[config.mk]
export PLATFORM = sky130hd
export DESIGN_NAME = seq_event_monitor
export DESIGN_NICKNAME = d
export VERILOG_FILES = /design/src/rtl/seq_event_monitor.sv
export SDC_FILE = /design/constraint.sdc
export NUM_CORES = 1
export LEC_CHECK = 0
export BUFFER_PORTS_ARGS = -buffer_cell sky130_fd_sc_hd__buf_2
export CORE_MARGIN = 2
export CORE_UTILIZATION = 40
export DETAILED_ROUTE_END_ITERATION = 10
export GPL_TIMING_DRIVEN = 0
export PLACE_DENSITY = 0.7
export REMOVE_ABC_BUFFERS = 1
export SYNTH_ARGS = -nofsm -noshare
export SYNTH_HDL_FRONTEND = slang
export SYNTH_SLANG_ARGS = --single-unit
[constraint.sdc]
create_clock -name clk -period 1.6 [get_ports clk]
set_input_delay 0.16 -clock clk [delete_from_list [all_inputs] [get_ports clk]]
set_output_delay 0.16 -clock clk [all_outputs]
set_load 0.01 [all_outputs]
[src/rtl/seq_event_monitor.sv]
// seq_event_monitor: windowed edge counter with threshold alarm after a detector.
// Define SEQ_MON_STICKY_ALARM_EN to hold alarm across windows until clr or rst.
module seq_event_monitor #(
  parameter int CNT_W   = 8,
  parameter int WIN_LEN = 16,
  parameter int THRESH  = 3
) (
  input  logic             clk,
  input  logic             rst,
  input  logic             en,
  input  logic             clr,
  input  logic             detect,
  output logic [CNT_W-1:0] count,
  output logic [CNT_W-1:0] last_count,
  output logic             win_done,
  output logic             alarm
);

  localparam int TMR_W = 16;

  localparam logic [CNT_W:0] CNT_MAX =
    {1'b0, {CNT_W{1'b1}}};
  localparam logic [CNT_W:0] THR =
    (CNT_W+1)'(THRESH);
  localparam logic [TMR_W-1:0] T_END =
    TMR_W'(WIN_LEN - 1);

`ifdef SEQ_MON_STICKY_ALARM_EN
  localparam bit STICKY = 1'b1;
`else
  localparam bit STICKY = 1'b0;
`endif

  generate
    if (THRESH < 1 || THRESH > (2**CNT_W) - 1 ||
        WIN_LEN < 2 || WIN_LEN > 65535) begin : g_bad_cfg
      $error("seq_event_monitor: illegal THRESH/WIN_LEN");
    end
  endgenerate

  typedef enum logic [1:0] {
    IDLE  = 2'd0,
    RUN   = 2'd1,
    ALARM = 2'd2
  } state_e;

  state_e             state_q, state_d;
  logic [TMR_W-1:0]   timer_q, timer_d;
  logic [CNT_W-1:0]   count_q, count_d;
  logic [CNT_W-1:0]   last_q, last_d;
  logic               done_q, done_d;
  logic               alarm_q, alarm_d;
  logic               det_q;

  logic               ev;
  logic [CNT_W:0]     sum;
  logic [CNT_W-1:0]   sat;
  logic               hit;

  always_comb begin
    ev  = detect & ~det_q;
    sum = {1'b0, count_q} + {{CNT_W{1'b0}}, ev};
    sat = (sum > CNT_MAX) ? count_q : sum[CNT_W-1:0];
    // unsaturated compare so a saturated count never re-hits
    hit = (sum == THR);

    state_d = state_q;
    timer_d = timer_q;
    count_d = count_q;
    last_d  = last_q;
    done_d  = 1'b0;
    alarm_d = alarm_q;

    if (clr) begin
      state_d = IDLE;
      timer_d = '0;
      count_d = '0;
      last_d  = '0;
      alarm_d = 1'b0;
    end else begin
      case (state_q)
        IDLE: begin
          if (en) begin
            state_d = hit ? ALARM : RUN;
            timer_d = '0;
            count_d = sat;
            if (hit) alarm_d = 1'b1;
          end
        end
        default: begin
          if (timer_q == T_END) begin
            last_d  = sat;
            done_d  = 1'b1;
            count_d = '0;
            timer_d = '0;
            state_d = en ? RUN : IDLE;
            alarm_d = STICKY & alarm_q;
          end else if (!en) begin
            state_d = IDLE;
            count_d = '0;
            timer_d = '0;
            alarm_d = STICKY & alarm_q;
          end else begin
            timer_d = timer_q + 16'd1;
            count_d = sat;
            if (state_q == RUN && hit) begin
              state_d = ALARM;
              alarm_d = 1'b1;
            end
          end
        end
      endcase
    end
  end

  always_ff @(posedge clk or negedge rst) begin
    if (!rst) begin
      state_q <= IDLE;
      timer_q <= '0;
      count_q <= '0;
      last_q  <= '0;
      done_q  <= 1'b0;
      alarm_q <= 1'b0;
      det_q   <= 1'b0;
    end else begin
      state_q <= state_d;
      timer_q <= timer_d;
      count_q <= count_d;
      last_q  <= last_d;
      done_q  <= done_d;
      alarm_q <= alarm_d;
      det_q   <= detect;
    end
  end

  assign count      = count_q;
  assign last_count = last_q;
  assign win_done   = done_q;
  assign alarm      = alarm_q;

endmodule

==> results.yml <==
timing:
  fmaxAchievable_mhz: 547
  rsz0062_at_grt: "yes"
  setup_tns_ns: -5.17
  setup_ws_ns: -0.227
  relSlewSlack_pct: 45.9
  finalSetupViolCount: 34
  hold_violations: 37
  max_slew.worst_pin.slew_ns: 0.812
  fin_crit_ns: 1.83
  fin_worst_hold_slack_ns: -0.0401
  finalMaxSlewViolations: 0
  final.setup_skew_ns: 0.00598
  period_share_pct: 114
synth:
  ys_ff_latch: 37
  syn-cell-area_um2: 2120
  synth_compound_area_share_pct: 17.5
  synth_flop_cell: "dfrtp_1"
  ys_types: 54
  async_flop_share_pct: 100
  synth_top_family_by_area: "simple AND/OR/NAND/NOR gates"
  yosys.area_share.simple_pct: 26.4
  ys_top_cells_by_area: "dfrtp_1 (44%), nor2_1 (4.1%), a22o_1 (2.9%)"
  synth_edf_count: 0
  syn_area_per_cell_um2: 9.79
  ys_seq_area_share_pct: 43.6
  muxShareOfSynthArea_pct: 2.41
  syn_inst: 217
  yosys_warnings: 0
  synthAdderAreaFrac_pct: 1.77
  synth_top_area_share_pct: 43.6
  synth-xor-area-share_pct: 4.53
  yosysTopAreaCell: "dfrtp_1"
global_routing:
  grt-ovfl-total: 0
  grt_max_degree: 38
  grt_pass1_wl_um: 9050
  grt_pass1_vias: 1793
  antenna_found_initial: 0
  grt_usage_pct: 19.2
finish:
  fin_util_pct: 58.3
  antenna_cells: 0
  nets: 288
  final_cell_mix: "dfrtp_1 (29), buf_4 (26), buf_2 (22)"
  final_common_cell: "dfrtp_1"
  synthToLayoutAreaGrowth_pct: 40.2
  drive_gt1_share_pct: 49.3
  postLayoutCellArea_um2: 2980
drt:
  num_vias: 2025
  drt_iter0_drc: 171
  drc: 0
  met2_wirelength_um: 2980
  dr.pass1.iters: 4
  met1Wirelength_um: 2720
  dr_wl_met3_um: 295
  avgViaCountPerCell: 5.79
  routed_wl_um: 6120
  routedWlPerCell_um: 17.5
  top_layer_used: "met4"
  antenna_left: 0
power:
  ir_drop_mv: 0.504
  seq_power_share_pct: 53.2
  p_sw_share_pct: 24.1
  power.share.clock_pct: 37.3
  intPower_mw: 1.35
  power_leakage_nw: 1.32
  combPwrFrac_pct: 9.5
  powerDensity_nw_per_um2: 598
  power.switching_uw: 430
critical_path:
  crit_type: "flop to flop"
  worstPathArrival_ns: 2.00
  reg2reg_to: "count[1]"
  endpoint_kind: "flop"
  rr_worst_depth: 5
  r2r_start: "timer_q[15]"
  cp.required_ns: 1.77
  worst-r2r-setup-slack_ns: -0.23
  worstPathMaxFanout: 6
  worst_setup_path_start_kind: "flop"
clock_tree:
  cts_root_buf: "clkbuf_8"
  clk-insertion-delay-late_ns: 0.29
  clock-sinks: 37
  cts.path.max_buffers: 2
  tritoncts: "yes"
  cts_buffers: 5
  cts_max_level: 2
  path_clk_slew_ns: 0.07
floorplan:
  dieArea_um2: 5910
  die_w_um: 76.9
  die_h_um: 76.9
  ios: 23
  initial_core_util_pct: 41.6
  core_area_um2: 5110
  rows: 26
placement:
  place_area_um2: 2240
  hpwl_um: 3140
  gp_congestion: 0.823
  pre_cts_slack_ns: -0.448
  io_buffers: 22
min_path:
  hold_path.class: "primary input to asynchronous set/reset pin"
run_status:
  outcome: "complete, but fails checks"
  violations: "negative hold slack, negative setup slack"
flow_run:
  cap_violations: 0
## cell usage after synthesis (2+ instances only)
cell type	instances
a22o_1	7
and3_1	6
ha_1	3
clkbuf_1	3
nand2b_1	2
nor3b_1	2
nand2_1	15
nand4_1	5
a21oi_1	10
nor3_1	7
nor4_4	2
a21o_1	3
nor4_1	3
nor2_1	23
buf_6	3
and4_1	3
xnor2_1	4
mux2i_1	4
nand3_1	11
a311oi_1	3
nor4_2	2
buf_2	4
o21ai_0	12
dfrtp_1	37
a31oi_1	4
nor2b_1	5
xor2_1	7
## layout make-up
type	instances	area (um2)
Fill cell	410	2130
Multi-Input combinational cell	168	1350
Sequential cell	37	936
Timing Repair Buffer	67	518
Tap cell	70	87.6
Clock buffer	7	86.3
Inverter	1	3.75
## kinds of logic after synthesis
family | count (synthesis)
and+or+nand+nor | 96
AOI/OAI and AO/OA | 52
DFF | 37
buffers and inverters | 13
xor gates and xnor gates | 11
muxes | 5
adders and majority gates | 3
## stage by stage
stage,hold slack (ns),power (mW),cells
6_report,-0.0401,1.78,350
4_1_cts,0.000740,1.77,343
3_5_place_dp,0.285,1.07,297
3_3_place_gp,0.280,1.07,297
5_1_grt,0.0461,1.84,350
2_1_floorplan,-0.136,1.02,205
## critical path, cell delays in order, from the launching register on
cell and delay (ns):
dfrtp_2 0.46, nor4_4 0.41, nand4_4 0.19, o21ai_4 0.30, a21oi_1 0.08, a221o_1 0.28
## worst max-delay path by stage
stage	cells after the start	endpoint	startpoint
2_1_floorplan	6	alarm	timer_q[0]
3_3_place_gp	6	alarm	timer_q[0]
3_5_place_dp	5	timer_q[11]	state_q[1]
4_1_cts	7	last_count[7]	det_q
5_1_grt	5	count[1]	timer_q[6]
6_report	5	count[1]	timer_q[15]
## layer usage
layer,track usage [%],up-vias
li1,-,934
met2,30.4,73
met1,26.7,1002
met5,0,-
met4,5.64,0
met3,3.76,16
## flip-flops by register name, indices dropped and copies added (netlist names)
name        cells
timer_q        16
det_q           1
last_count      8
win_done        1
count           8
state_q         2
alarm           1
## timing repair
item | in CTS | in global routing
setup buffers | 37 | 8
gates resized for setup | 65 | 24
endpoints found under the hold margin | 1 | 0
hold buffers | 1 | 0
pin swaps | 36 | 23
cloned | 1 | 0
endpoints found under the setup margin | 34 | 35
## power by group through the flow
stage | Sequential [mW] | Combinational, mW | Clock [mW]
global placement | 0.965 | 0.101 | 0
finish | 0.948 | 0.170 | 0.664
detailed placement | 0.966 | 0.102 | 0
CTS | 0.947 | 0.150 | 0.671
global route | 0.947 | 0.183 | 0.712
floorplan | 0.966 | 0.0518 | 0
Note: power is estimated with default switching activity, not from simulation.
